## config.mk

```make
export PLATFORM = sky130hd
export DESIGN_NAME = apb_cmd_master_flat
export DESIGN_NICKNAME = d
export VERILOG_FILES = /design/src/rtl/apb_pkg.sv /design/src/rtl/apb_cmd_master_if.sv /design/src/rtl/apb_timeout_cnt.sv /design/src/rtl/apb_cmd_master.sv /design/src/flat_wrapper.sv
export SDC_FILE = /design/constraint.sdc
export NUM_CORES = 1
export LEC_CHECK = 0
export CAP_MARGIN = 20
export CORE_ASPECT_RATIO = 0.75
export CORE_MARGIN = 5
export CORE_UTILIZATION = 38
export DETAILED_ROUTE_END_ITERATION = 8
export GPL_TIMING_DRIVEN = 0
export PLACE_DENSITY_LB_ADDON = 0.05
export SLEW_MARGIN = 0
export SYNTH_ARGS = -nofsm -noshare
export SYNTH_HDL_FRONTEND = slang
export SYNTH_SLANG_ARGS = --single-unit
```

## constraint.sdc

```tcl
create_clock -name pclk -period 2.1 [get_ports pclk]
set_input_delay 0.42 -clock pclk [delete_from_list [all_inputs] [get_ports pclk]]
set_output_delay 0.42 -clock pclk [all_outputs]
set_load 0.02 [all_outputs]
```

## src/rtl/apb_pkg.sv

```systemverilog
// Shared types and constants for the APB command master and its helper blocks.
package apb_pkg;

    localparam int APB_ADDR_W = 12;
    localparam int APB_DATA_W = 32;

    // Read data returned when a transfer is abandoned because the slave never answered.
    localparam logic [31:0] APB_DEADBEEF = 32'hDEADBEEF;

    typedef enum logic [1:0] {
        IDLE   = 2'd0,
        SETUP  = 2'd1,
        ACCESS = 2'd2,
        RESP   = 2'd3
    } apb_state_e;

endpackage

```

## src/rtl/apb_cmd_master_if.sv

```systemverilog
// Command, response and APB signal bundle for apb_cmd_master; the master modport is the
// requester's view, the slave modport is the view of whatever drives and consumes it.
interface apb_cmd_master_if
    import apb_pkg::*;
#(
    parameter int ADDR_W = APB_ADDR_W,
    parameter int DATA_W = APB_DATA_W
) ();

    logic              cmd_valid;
    logic              cmd_ready;
    logic              cmd_write;
    logic [ADDR_W-1:0] cmd_addr;
    logic [DATA_W-1:0] cmd_wdata;

    logic              rsp_valid;
    logic              rsp_ready;
    logic [DATA_W-1:0] rsp_rdata;
    logic              rsp_err;
    logic              rsp_timeout;

    logic [ADDR_W-1:0] paddr;
    logic [DATA_W-1:0] pwdata;
    logic              pwrite;
    logic              psel;
    logic              penable;
    logic [DATA_W-1:0] prdata;
    logic              pready;
    logic              pslverr;

    modport master (
        input  cmd_valid, cmd_write, cmd_addr, cmd_wdata,
        output cmd_ready,
        output rsp_valid, rsp_rdata, rsp_err, rsp_timeout,
        input  rsp_ready,
        output paddr, pwdata, pwrite, psel, penable,
        input  prdata, pready, pslverr
    );

    modport slave (
        output cmd_valid, cmd_write, cmd_addr, cmd_wdata,
        input  cmd_ready,
        input  rsp_valid, rsp_rdata, rsp_err, rsp_timeout,
        output rsp_ready,
        input  paddr, pwdata, pwrite, psel, penable,
        output prdata, pready, pslverr
    );

endinterface

```

## src/rtl/apb_timeout_cnt.sv

```systemverilog
// Counts ACCESS wait cycles; expired flags the wait edge on which the count reaches TIMEOUT.
module apb_timeout_cnt #(
    parameter int TIMEOUT = 16
) (
    input  logic pclk,
    input  logic prst,
    input  logic clear,
    input  logic count_en,
    output logic expired
);

    generate
        if (TIMEOUT == 0) begin : g_off
            logic unused_inputs;
            assign unused_inputs = ^{pclk, prst, clear, count_en};
            assign expired       = 1'b0;
        end else begin : g_on
            localparam int               CNT_W = $clog2(TIMEOUT + 1);
            localparam logic [CNT_W-1:0] LAST  = CNT_W'(TIMEOUT - 1);

            logic [CNT_W-1:0] count;

            always_ff @(posedge pclk) begin
                if (prst) begin
                    count <= '0;
                end else if (clear) begin
                    count <= '0;
                end else if (count_en) begin
                    count <= count + CNT_W'(1);
                end
            end

            // Firing one count early lets the abort happen on the TIMEOUT-th wait edge itself.
            assign expired = count_en && (count == LAST);
        end
    endgenerate

endmodule

```

## src/rtl/apb_cmd_master.sv

```systemverilog
// Single-outstanding APB requester: one valid/ready command becomes one SETUP/ACCESS
// transfer whose completion is handed back on the valid/ready response stream.
module apb_cmd_master
    import apb_pkg::*;
#(
    parameter int ADDR_W  = APB_ADDR_W,
    parameter int DATA_W  = APB_DATA_W,
    parameter int TIMEOUT = 16
) (
    input  logic             pclk,
    input  logic             prst,
    apb_cmd_master_if.master bus
);

    apb_state_e state, state_next;

    logic accept;
    logic cmd_ready;
    logic psel;
    logic penable;
    logic rsp_valid;
    logic cnt_clear;
    logic cnt_en;
    logic expired;

    logic [ADDR_W-1:0] paddr_q;
    logic [DATA_W-1:0] pwdata_q;
    logic              pwrite_q;
    logic [DATA_W-1:0] rsp_rdata_q;
    logic              rsp_err_q;
    logic              rsp_timeout_q;

    always_ff @(posedge pclk) begin
        if (prst) begin
            state <= IDLE;
        end else begin
            state <= state_next;
        end
    end

    always_comb begin
        state_next = state;
        accept     = 1'b0;
        cmd_ready  = 1'b0;
        psel       = 1'b0;
        penable    = 1'b0;
        rsp_valid  = 1'b0;
        case (state)
            IDLE: begin
                cmd_ready = 1'b1;
                if (bus.cmd_valid) begin
                    accept     = 1'b1;
                    state_next = SETUP;
                end
            end
            SETUP: begin
                psel       = 1'b1;
                state_next = ACCESS;
            end
            ACCESS: begin
                psel    = 1'b1;
                penable = 1'b1;
                if (bus.pready || expired) begin
                    state_next = RESP;
                end
            end
            RESP: begin
                rsp_valid = 1'b1;
                if (bus.rsp_ready) begin
                    state_next = IDLE;
                end
            end
            default: state_next = IDLE;
        endcase
    end

    // The counter restarts in SETUP so every ACCESS phase gets the full wait budget.
    assign cnt_clear = (state == SETUP);
    assign cnt_en    = (state == ACCESS) && !bus.pready;

    apb_timeout_cnt #(
        .TIMEOUT (TIMEOUT)
    ) u_timeout (
        .pclk     (pclk),
        .prst     (prst),
        .clear    (cnt_clear),
        .count_en (cnt_en),
        .expired  (expired)
    );

    // Request fields only move on accept; response fields only move on the completing edge,
    // so both stay stable for as long as the bus or the consumer needs them.
    always_ff @(posedge pclk) begin
        if (prst) begin
            paddr_q       <= '0;
            pwdata_q      <= '0;
            pwrite_q      <= 1'b0;
            rsp_rdata_q   <= '0;
            rsp_err_q     <= 1'b0;
            rsp_timeout_q <= 1'b0;
        end else begin
            if (accept) begin
                paddr_q  <= bus.cmd_addr;
                pwdata_q <= bus.cmd_wdata;
                pwrite_q <= bus.cmd_write;
            end
            if (state == ACCESS) begin
                if (bus.pready) begin
                    rsp_rdata_q   <= pwrite_q ? '0 : bus.prdata;
                    rsp_err_q     <= bus.pslverr;
                    rsp_timeout_q <= 1'b0;
                end else if (expired) begin
                    rsp_rdata_q   <= DATA_W'(APB_DEADBEEF);
                    rsp_err_q     <= 1'b1;
                    rsp_timeout_q <= 1'b1;
                end
            end
        end
    end

    assign bus.cmd_ready   = cmd_ready;
    assign bus.psel        = psel;
    assign bus.penable     = penable;
    assign bus.paddr       = paddr_q;
    assign bus.pwdata      = pwdata_q;
    assign bus.pwrite      = pwrite_q;
    assign bus.rsp_valid   = rsp_valid;
    assign bus.rsp_rdata   = rsp_rdata_q;
    assign bus.rsp_err     = rsp_err_q;
    assign bus.rsp_timeout = rsp_timeout_q;

endmodule
```

## src/flat_wrapper.sv

```systemverilog
// flat-port wrapper written by rule: the top's interface ports become plain ports
module apb_cmd_master_flat import apb_pkg::*;
#(
    parameter int ADDR_W  = APB_ADDR_W,
    parameter int DATA_W  = APB_DATA_W,
    parameter int TIMEOUT = 16
)
  (pclk, prst, bus_cmd_valid, bus_cmd_write, bus_cmd_addr, bus_cmd_wdata, bus_cmd_ready, bus_rsp_valid, bus_rsp_rdata, bus_rsp_err, bus_rsp_timeout, bus_rsp_ready, bus_paddr, bus_pwdata, bus_pwrite, bus_psel, bus_penable, bus_prdata, bus_pready, bus_pslverr);
  apb_cmd_master_if #(.ADDR_W(ADDR_W), .DATA_W(DATA_W)) bus_i ();
  input  logic pclk;
  input  logic prst;
  input wire logic [$bits(bus_i.cmd_valid)-1:0] bus_cmd_valid;
  input wire logic [$bits(bus_i.cmd_write)-1:0] bus_cmd_write;
  input wire logic [$bits(bus_i.cmd_addr)-1:0] bus_cmd_addr;
  input wire logic [$bits(bus_i.cmd_wdata)-1:0] bus_cmd_wdata;
  output wire logic [$bits(bus_i.cmd_ready)-1:0] bus_cmd_ready;
  output wire logic [$bits(bus_i.rsp_valid)-1:0] bus_rsp_valid;
  output wire logic [$bits(bus_i.rsp_rdata)-1:0] bus_rsp_rdata;
  output wire logic [$bits(bus_i.rsp_err)-1:0] bus_rsp_err;
  output wire logic [$bits(bus_i.rsp_timeout)-1:0] bus_rsp_timeout;
  input wire logic [$bits(bus_i.rsp_ready)-1:0] bus_rsp_ready;
  output wire logic [$bits(bus_i.paddr)-1:0] bus_paddr;
  output wire logic [$bits(bus_i.pwdata)-1:0] bus_pwdata;
  output wire logic [$bits(bus_i.pwrite)-1:0] bus_pwrite;
  output wire logic [$bits(bus_i.psel)-1:0] bus_psel;
  output wire logic [$bits(bus_i.penable)-1:0] bus_penable;
  input wire logic [$bits(bus_i.prdata)-1:0] bus_prdata;
  input wire logic [$bits(bus_i.pready)-1:0] bus_pready;
  input wire logic [$bits(bus_i.pslverr)-1:0] bus_pslverr;
  assign bus_i.cmd_valid = bus_cmd_valid;
  assign bus_i.cmd_write = bus_cmd_write;
  assign bus_i.cmd_addr = bus_cmd_addr;
  assign bus_i.cmd_wdata = bus_cmd_wdata;
  assign bus_cmd_ready = bus_i.cmd_ready;
  assign bus_rsp_valid = bus_i.rsp_valid;
  assign bus_rsp_rdata = bus_i.rsp_rdata;
  assign bus_rsp_err = bus_i.rsp_err;
  assign bus_rsp_timeout = bus_i.rsp_timeout;
  assign bus_i.rsp_ready = bus_rsp_ready;
  assign bus_paddr = bus_i.paddr;
  assign bus_pwdata = bus_i.pwdata;
  assign bus_pwrite = bus_i.pwrite;
  assign bus_psel = bus_i.psel;
  assign bus_penable = bus_i.penable;
  assign bus_i.prdata = bus_prdata;
  assign bus_i.pready = bus_pready;
  assign bus_i.pslverr = bus_pslverr;
  apb_cmd_master #(.ADDR_W(ADDR_W), .DATA_W(DATA_W), .TIMEOUT(TIMEOUT)) u_core (.pclk(pclk), .prst(prst), .bus(bus_i));
endmodule
```

[Word level (Yosys, flattened, before mapping)]
Index checks and enable logic that the tools add are counted.
Word-level totals
  register bits after elaboration: 86
  input port bits: 83
  output and inout port bits: 83
  logic and storage cells: 42
Operators by class
  add/subtract/negate cells: 1
  equal/unequal tests: 7
  muxes and demuxes: 16
  reduce and logical (&&, ||, !) cells: 10
Operators with widths (count)
  $mux 32: 3
  $mux 1: 9
  $pmux 2 s4: 1
  $mux 2: 3
  $add 5x1->5 const B: 1
  $eq 5x4->1 const B: 1
  $eq 2x2->1 const B: 2
  $ne 2x2->1 const B: 2
  $reduce_or 2->1: 2
  $reduce_and 3->1: 1
  $eq 2x1->1 const B: 1
  $logic_and 1x1->1: 2
  $logic_not 2->1: 1
  $ne 2x1->1 const B: 1
  $reduce_and 2->1: 1
  $reduce_bool 2->1: 1
  $logic_not 1->1: 1
  $logic_or 1x1->1: 1

[Logic depth before layout (Yosys ltp)]
Gate-level depths: netlist (run 1).
  depth after elaboration: 6
  depth in mapped cells: 7

[By module]
From an unflattened synthesis (run 1), not the netlist that was laid out.
Unflattened totals
  cells, all modules: 394
  area, all modules: 3360.7 um^2
By module, submodules not included
  apb_cmd_master: times used 1, cells each 370, area each 3080.5 um^2, sequential area each 1621.6 um^2
  apb_timeout_cnt: times used 1, cells each 24, area each 280.3 um^2, sequential area each 100.1 um^2

[Worst setup path after synthesis (run 1)]
No wires, ideal clock.
  path type: reg2reg
  start: register u_core.u_timeout.g_on.count[0]
  end: register u_core.rsp_rdata_q[12], in the netlist u_core.bus.rsp_rdata[12]
  data arrival time: 1401 ps
  required time: 1954 ps
  slack: 553 ps
  stages on the path, launching flop included: 8
  buffers on the path: 1
  cell sequence: dfxtp_1 ha_1 and3_1 ha_1 o21a_4 buf_6 nor2_1 a211oi_2
Between the ends
  word-level cells in the longest chain between the ends: 4
RTL lines
  from (decl): line apb_timeout_cnt.sv:21  | logic [CNT_W-1:0] count;
  from (signal assigned): line apb_timeout_cnt.sv:29  | count <= count + CNT_W'(1);
  $eq 5x4->1: line apb_timeout_cnt.sv:34  | assign expired = count_en && (count == LAST);
  $logic_and 1x1->1: line apb_timeout_cnt.sv:34
  $reduce_bool 2->1 (no source line)
  $reduce_and 2->1 (no source line)
  to (signal assigned): line apb_cmd_master.sv:109  | rsp_rdata_q <= pwrite_q ? '0 : bus.prdata;
  to (signal assigned): line apb_cmd_master.sv:113  | rsp_rdata_q <= DATA_W'(APB_DEADBEEF);
  to (decl): line apb_cmd_master.sv:29  | logic [DATA_W-1:0] rsp_rdata_q;
No other way between the ends.
A chain may end at the register's enable or synchronous reset.

[Final worst setup path (run 1)]
  start: register u_core.state[1]
  end: output bus_rsp_valid
Between the ends
  word-level cells in the longest chain between the ends: 2
RTL lines
  from (decl): line apb_cmd_master.sv:15  | apb_state_e state, state_next;
  from (signal assigned): line apb_cmd_master.sv:37  | state <= state_next;
  $eq 2x2->1: line apb_cmd_master.sv:48  | case (state)
  $mux 1: line apb_cmd_master.sv:48
  to (decl): line flat_wrapper.sv:17  | output wire logic [$bits(bus_i.rsp_valid)-1:0] bus_rsp_valid;
No other way between the ends.

==> results of run 1 <==
==> how the worst max path moves through the flow <==
stage	from	slack, ns	endpoint	cells after the start
6_report	u_core.state[1]	0.13	bus_rsp_valid	2
4_1_cts	u_core.state[1]	0.12	bus_rsp_valid	2
5_1_grt	u_core.state[1]	0.05	u_core.bus.pwdata[26]	6
3_5_place_dp	bus_cmd_valid	0.10	u_core.bus.pwdata[30]	5
2_1_floorplan	u_core.u_timeout.g_on.count[0]	0.55	u_core.bus.rsp_rdata[12]	7
3_3_place_gp	bus_cmd_valid	0.15	u_core.bus.pwdata[2]	5
==> registers in the layout, summed over array words and instances (netlist names) <==
name / count
u_core.bus.rsp_err: 1
u_core.bus.pwdata: 32
u_core.bus.rsp_timeout: 1
u_core.bus.paddr: 12
u_core.bus.rsp_rdata: 32
u_core.bus.pwrite: 1
u_core.state: 2
u_core.u_timeout.g_on.count: 5
==> repair_timing <==
action                     in CTS  in global routing
hold endpoints to repair        0                  0
gates resized for setup         4                  0
setup endpoints to repair       2                  0
==> synth_stat cells <==
cell type  count
nand3_1        9
nand2_1      101
o21a_1         1
and3_1         1
inv_1          4
ha_1           6
dfxtp_1       86
mux2i_1        1
clkbuf_1      13
and2b_2        1
nor3_1         2
xnor2_1        1
buf_2          8
o221a_2        1
a211oi_1       4
o21ai_1        1
buf_6          6
nor2_1        29
or3_1          1
nand3b_1       1
a211oi_2      21
and2_1         2
a21oi_1       57
o21a_4         1
or2_2          1
xor2_1         1
o21ai_0        1
nand2b_1      27
nor2b_1        2
nand2b_2       1
==> kinds of logic (layout without fill, tap and decap cells) <==
kind of cell | after synthesis | count (layout) | share of synthesized area (%)
flops | 86 | 86 | 50.7
buf+inv | 31 | 212 | 5.04
simple gates | 178 | 178 | 23.0
compound gates | 87 | 87 | 18.3
xor+xnor | 2 | 2 | 0.516
mux | 1 | 1 | 0.295
fa+ha+maj | 6 | 6 | 2.21
==> routing by layer <==
metal	up-vias	wire (um)	share of wire (%)
met5	-	0	0
met4	0	160	1.6
met3	16	911	9.0
met2	103	4560	45
met1	1458	4540	45
li1	1644	-	-
==> cells in the final DEF, fill, tap and decap left out, types with 2 or more instances in the layout <==
cell type / synthesis / routed
clkbuf_1: 13 / 13
nor3_1: 2 / 2
clkinvlp_4: 0 / 2
a211oi_2: 21 / 21
bufinv_16: 0 / 2
buf_2: 8 / 8
clkbuf_16: 0 / 9
inv_1: 4 / 4
nor2b_1: 2 / 2
nand3_1: 9 / 9
nor2_1: 29 / 29
a21oi_1: 57 / 57
nand2b_1: 27 / 27
dlygate4sd2_1: 0 / 3
ha_1: 6 / 5
nand2_1: 101 / 101
a211oi_1: 4 / 4
dfxtp_1: 86 / 86
clkdlybuf4s50_1: 0 / 162
clkinv_2: 0 / 2
buf_6: 6 / 6
and2_1: 2 / 2
==> critical path, cell delays in order, from the launching register on <==
cell	delay, ns
dfxtp_1	0.39
ha_1	0.20
clkdlybuf4s50_1	0.61
==> per-stage QoR <==
step                hold WS [ns]  std cells
floorplan                  0.452        391
global route               0.473        680
finish                     0.451        680
detailed placement         0.445        664
global placement           0.439        664
CTS                        0.454        680
==> area by class of cell <==
class	count	area (um^2)	area share, %
buffer	27	156	2.84
clock buffer	10	239	4.34
clock inverter	6	85.1	1.54
inverter	4	15.0	0.273
multi-input combinational	274	1510	27.4
sequential	86	1720	31.3
tap	108	135	2.45
timing repair buffer	165	1650	29.9
==> report_power, final <==
group,internal (uW),switching [uW],leakage [uW]
Clock,1070,643,0.000154
Sequential,1920,162,0.000701
Combinational,1060,1300,0.00115
==> results.json, run 1 <==
{
  "status": "finished clean",
  "grt_max_degree": 15,
  "place.port_buffers": 165,
  "globalRouteMet3Util_pct": 8.18,
  "cts_sinks": 86,
  "grt_overflow_total": 0,
  "post_cts_buffers": 0,
  "dp_slack_ns": 0.103,
  "use_met1_pct": 23.1,
  "peakVddDrop_mv": 0.685,
  "nFillCells": 730,
  "yosysUniqueCellTypes": 30,
  "fmax_mhz": 509,
  "die-area_um2": 11000,
  "drt-pass1-iter-count": 4,
  "cts_max_level": 3,
  "area_delta_synth_final_pct": 62.1,
  "core_um2": 8600,
  "synth.net_count": 480,
  "setup_tns_ns": 0,
  "ctsHoldBuffers": 0,
  "finalCriticalPeriod_ns": 1.97,
  "cts_tree": "built",
  "seq_area_frac_synth_pct": 50.7,
  "clk_path_buf_depth": 2,
  "antenna_found_initial": 0,
  "start_util_pct": 39.5,
  "grtUsageTotal_pct": 18.6,
  "start_kind": "flop",
  "avgSynthCellArea_um2": 8.69,
  "grt_pass1_wl_um": 16400,
  "critPathKind": "flop to primary output",
  "io_pins": 166,
  "ys_top_cells_by_area": "dfxtp_1 (51%), nand2_1 (11%), a21oi_1 (8.4%)",
  "relSlewSlack_pct": 53.6,
  "power_density_nw_per_um2": 1120,
  "numCtsBuffers": 9,
  "end_kind": "primary output",
  "finalPower_uw": 6160,
  "fin_worst_skew_ns": 0.00296,
  "critical_path_arrival_ns": 1.55,
  "final_area_um2": 5510,
  "clock_latency_ns": 0.34,
  "synth_largest_type_area_fraction_pct": 50.7,
  "via_count": 3221,
  "vias_per_cell": 4.74,
  "finalSetupViolCount": 0,
  "rr_worst_depth": 6,
  "drc_errors": 0,
  "finalMaxSlewViolations": 0,
  "rsz0062_at_grt": "no",
  "synth_area_um2": 3400,
  "gr-usage-met2_pct": 29.1,
  "drtIter0Drc": 152,
  "hold_depth": 2,
  "tightest_slew_ns": 0.697,
  "placed_area_um2": 5180,
  "fin_crit_sh_pct": 93.6,
  "layout.nets": 656,
  "hold_viol": 0,
  "fin_ws_ns": 0.134,
  "timing.rr.end": "u_core.bus.pwdata[24]",
  "ys_warn_count": 0,
  "min_to": "u_core.bus.rsp_rdata[4]",
  "hpwl_um": 7650,
  "grt_busiest_layer": "met2",
  "reg2reg_setup_slack_ns": 0.29,
  "hold_path.startpoint": "u_core.bus.rsp_rdata[4]",
  "placementRows": 29,
  "cellLeakagePower_uw": 0.00200,
  "clk_pin_slew_ns": 0.06,
  "drive_above_1_share_pct": 9.97,
  "wl_um": 10200,
  "netlist_instances": 391,
  "rr_startpoint": "u_core.state[0]",
  "hp-class": "flop to flop",
  "yosysTopAreaCell": "dfxtp_1",
  "wl_per_cell_um": 15.0,
  "place.gp.congestion": 0.713,
  "required_ns": 1.68,
  "ant_nets": 0,
  "die_x_um": 119,
  "final_util_pct": 64.0,
  "critical_path.max_fanout": 4,
  "maxCapViolCount": 0,
  "die_h_um": 91.9,
  "antenna_cells": 0,
  "grt_pass1_vias": 3206,
  "ys_seq_elements": 86,
  "clockRootBuffer": "clkbuf_16"
}
(Power assumes the default switching activity.)
==> inputs of run 2 (changes only) <==
--- a/config.mk
+++ b/config.mk
@@ -7,7 +7,7 @@
 export LEC_CHECK = 0
 export CAP_MARGIN = 20
 export CORE_ASPECT_RATIO = 0.75
-export CORE_MARGIN = 5
+export CORE_MARGIN = 4
 export CORE_UTILIZATION = 38
 export DETAILED_ROUTE_END_ITERATION = 8
 export GPL_TIMING_DRIVEN = 0
==> results.json, run 2 (synthesis results as in run 1) <==
{
  "grt_pass1_vias": 3148,
  "rr_worst_depth": 6,
  "tightest_slew_ns": 0.772,
  "start_util_pct": 39.5,
  "min_to": "u_core.bus.pwdata[16]",
  "place_inst": 664,
  "rsz0062_at_grt": "no",
  "fin_worst_skew_ns": 0.00336,
  "antenna_cells": 0,
  "drc_errors": 0,
  "peakVddDrop_mv": 0.747,
  "wl_um": 10000,
  "clk_pin_slew_ns": 0.06,
  "grt_max_degree": 14,
  "via_count": 3223,
  "setup_tns_ns": 0,
  "clockRootBuffer": "clkbuf_16",
  "wl_per_cell_um": 14.8,
  "end_kind": "primary output",
  "hold_viol": 0,
  "place.port_buffers": 165,
  "cts_sinks": 86,
  "core_um2": 8600,
  "seqCellArea_um2": 1720,
  "reg2reg_setup_slack_ns": 0.25,
  "grt_overflow_total": 0,
  "final_util_pct": 64.0,
  "timing.rr.end": "u_core.bus.rsp_rdata[24]",
  "io_pins": 166,
  "drt-pass1-iter-count": 4,
  "cts_max_level": 3,
  "startpoint": "u_core.state[1]",
  "power_density_nw_per_um2": 1120,
  "die_h_um": 89.9,
  "cellLeakagePower_uw": 0.00201,
  "status": "finished clean",
  "antenna_found_initial": 0,
  "fin_crit_sh_pct": 92.7,
  "drtIter0Drc": 177,
  "required_ns": 1.68,
  "grtUsageTotal_pct": 19.0,
  "critical_path_arrival_ns": 1.53,
  "critPathKind": "flop to primary output",
  "ant_nets": 0,
  "hp-class": "flop to flop",
  "most-common-layout-cells": "clkdlybuf4s50_1 (162), nand2_1 (101), dfxtp_1 (86)",
  "ctsHoldBuffers": 0,
  "maxCapViolCount": 0,
  "clk_path_buf_depth": 2,
  "nFillCells": 762,
  "numCtsBuffers": 9,
  "area_delta_synth_final_pct": 62.0,
  "cts_tree": "built",
  "final_common_cell": "clkdlybuf4s50_1",
  "die-area_um2": 10500,
  "fmax_mhz": 514,
  "placementRows": 29,
  "finalSetupViolCount": 0,
  "vias_per_cell": 4.74,
  "grt_pass1_wl_um": 15900,
  "final_cells": 680,
  "rr_startpoint": "u_core.u_timeout.g_on.count[0]",
  "drive_above_1_share_pct": 9.62,
  "finalCriticalPeriod_ns": 1.95,
  "multi_input_area_um2": 1510,
  "die_x_um": 117,
  "hold_path.startpoint": "u_core.bus.pwdata[16]",
  "place.gp.congestion": 0.757,
  "relSlewSlack_pct": 48.5,
  "hold_depth": 2,
  "clock_latency_ns": 0.33,
  "critical_path.max_fanout": 4,
  "finalMaxSlewViolations": 0,
  "layout.nets": 656,
  "start_kind": "flop",
  "hpwl_um": 7540
}
==> run 2: worst max-delay path, stage by stage, from the launching register on <==
cell,delay (ns)
dfxtp_1,0.39
ha_1,0.20
clkdlybuf4s50_1,0.61
==> run 2: worst max-delay path by stage <==
stage | endpoint | slack (ns) | cells after the start
6_report | bus_rsp_valid | 0.15 | 2
5_1_grt | u_core.bus.rsp_rdata[24] | 0.06 | 6
4_1_cts | bus_cmd_ready | 0.007 | 3
3_5_place_dp | u_core.bus.paddr[4] | 0.11 | 5
3_3_place_gp | u_core.bus.pwdata[10] | 0.17 | 5
2_1_floorplan | u_core.bus.rsp_rdata[12] | 0.55 | 7
==> run 2: timing repair <==
action                                  4_1_cts  5_1_grt
buffers inserted                              0        0
pin swaps                                     0        0
endpoints found under the hold margin         0        0
endpoints found under the setup margin        2        1
resized for setup                             3        1
==> run 2: layer usage <==
layer	vias up	routed length [um]	track usage (%)
met4	0	109	4.87
li1	1644	-	-
met1	1468	4570	25.0
met3	11	842	6.78
met5	-	0	0
met2	100	4520	29.5
==> run 2: through the flow <==
step	hold WS [ns]	setup WS (ns)	total power, uW	instance area, um^2
final	0.450	0.153	6140	5500
after global routing	0.476	0.0573	6490	5500
after CTS	0.453	0.00746	6210	5500
after detailed placement	0.446	0.110	4520	5180
after global placement	0.438	0.172	4470	5180
after floorplan	0.452	0.553	3490	3400
==> run 2: report_power, final <==
group | leakage (uW) | switching, uW | internal [uW]
combinational | 0.00115 | 1300 | 1070
sequential | 0.000701 | 167 | 1920
clock | 0.000157 | 618 | 1070
==> run 2: cell type report <==
type	count	area share (%)
timing repair buffer	165	30.0
clock buffer	12	4.48
inverter	4	0.273
multi-input combinational	274	27.4
buffer	27	2.84
sequential	86	31.3
clock inverter	4	1.27
tap	108	2.46
==> inputs of run 3 (changes only) <==
==> constraint.sdc (replaced) <==
create_clock -name pclk -period 2.5 [get_ports pclk]
set_input_delay 0.5 -clock pclk [delete_from_list [all_inputs] [get_ports pclk]]
set_output_delay 0.5 -clock pclk [all_outputs]
set_load 0.02 [all_outputs]
==> results.json, run 3 (synthesis results as in run 1) <==
{
  "status": "finished clean",
  "area_delta_synth_final_pct": 61.9,
  "peakVddDrop_mv": 0.678,
  "cellLeakagePower_uw": 0.00200,
  "relSlewSlack_pct": 48.5,
  "drt-pass1-iter-count": 4,
  "die_h_um": 89.9,
  "antenna_found_initial": 0,
  "fin_worst_skew_ns": 0.00340,
  "maxCapViolCount": 0,
  "grtUsageTotal_pct": 19.0,
  "start_kind": "flop",
  "cts_max_level": 3,
  "ant_nets": 0,
  "power_density_nw_per_um2": 941,
  "critical_path_arrival_ns": 1.85,
  "hp-class": "flop to flop",
  "critPathSlowestCell": "clkdlybuf4s50_1",
  "start_util_pct": 39.5,
  "most-common-layout-cells": "clkdlybuf4s50_1 (165), nand2_1 (101), dfxtp_1 (86)",
  "final_common_cell": "clkdlybuf4s50_1",
  "top_layer": "met4",
  "hpwl_um": 7540,
  "place.port_buffers": 165,
  "fin_crit_sh_pct": 94.0,
  "rsz0062_at_grt": "no",
  "vias_per_cell": 4.75,
  "grt_overflow_total": 0,
  "wl_met1_um": 4580,
  "core_um2": 8600,
  "tightest_slew_ns": 0.772,
  "routed-wl-met3_um": 843,
  "clk_path_buf_depth": 2,
  "clk_pin_slew_ns": 0.06,
  "critical_path.max_fanout": 9,
  "path_cells": "inv_1, ha_1, clkdlybuf4s50_1",
  "crit_buf_inv": 2,
  "wl_um": 10000,
  "drtIter0Drc": 178,
  "placementRows": 29,
  "setup_tns_ns": 0,
  "numCtsBuffers": 9,
  "wl_met2_um": 4510,
  "finalMaxSlewViolations": 0,
  "placed_area_um2": 5180,
  "layout.nets": 656,
  "finalCriticalPeriod_ns": 2.35,
  "die_x_um": 117,
  "antenna_cells": 0,
  "post_cts_buffers": 0,
  "clockRootBuffer": "clkbuf_16",
  "final_area_um2": 5500,
  "grt_max_degree": 14,
  "finalPower_uw": 5180,
  "crit_family": "buffers and inverters",
  "required_ns": 2.00,
  "cts_resized": 0,
  "cts_tree": "built",
  "fmax_mhz": 425,
  "ctsHoldBuffers": 0,
  "critPathMaxStageDelay_ns": 0.68,
  "wl_per_cell_um": 14.8,
  "die-area_um2": 10500,
  "io_pins": 166,
  "via_count": 3229,
  "end_kind": "primary output",
  "drive_above_1_share_pct": 9.44,
  "nFillCells": 761,
  "finalSetupViolCount": 0,
  "critPathKind": "flop to primary output",
  "drc_errors": 0,
  "grt_pass1_vias": 3148,
  "clock_latency_ns": 0.33,
  "hold_viol": 0,
  "place.gp.congestion": 0.757,
  "grt_pass1_wl_um": 15900,
  "cts_sinks": 86
}
[run 3: changes by cell type in the layout (fill, tap and decap cells not counted), sizes merged]
cell	delta
clkdlybuf4s50	+3
dlygate4sd2	-2
dlymetal6s2s	-1
[run 3: per-stage QoR]
stage | hold WS, ns | worst slack, ns | utilization [%] | cells
4_1_cts | 0.453 | 0.153 | 64.0 | 680
3_3_place_gp | 0.438 | 0.492 | 60.3 | 664
3_5_place_dp | 0.446 | 0.430 | 60.3 | 664
5_1_grt | 0.476 | 0.0510 | 64.0 | 680
2_1_floorplan | 0.452 | 0.953 | - | 391
6_report | 0.450 | 0.149 | 64.0 | 680
[run 3: report_power, final]
part / switching (uW) / internal [uW] / leakage (uW)
combinational: 1090 / 914 / 0.00114
clock: 519 / 900 / 0.000157
sequential: 140 / 1610 / 0.000701
total: 1750 / 3430 / 0.00200
[run 3: cell type report]
type / count / area [um^2] / share of cell area (%)
plain buffers: 27 / 156 / 2.84
clock buffers: 12 / 246 / 4.48
clock inverters: 4 / 70.1 / 1.27
inverters: 4 / 15.0 / 0.273
multi-input cells: 274 / 1510 / 27.4
flip-flops and latches: 86 / 1720 / 31.3
well taps: 108 / 135 / 2.46
repair buffers: 165 / 1650 / 30.0
[run 3: final timing paths]
check	startpoint	slack, ns	endpoint	cells past startpoint
setup / recovery	u_core.state[0]	0.15	bus_penable	3
hold / removal	u_core.bus.pwdata[16]	0.45	u_core.bus.pwdata[16]	2
setup reg to reg	u_core.u_timeout.g_on.count[0]	0.65	u_core.bus.rsp_rdata[24]	6
hold reg to reg	u_core.bus.pwdata[16]	0.45	u_core.bus.pwdata[16]	2
[run 3: tightest hold or removal path, delay by kind of cell, from the launching register on]
kind	cells	cell delay, ns
flops	1	0.30
simple gates	1	0.05
compound gates	1	0.05
[run 3: metal layers]
metal	vias up	track usage (%)
met4	0	4.87
li1	1644	-
met2	100	29.5
met5	-	0
met1	1474	25.0
met3	11	6.78
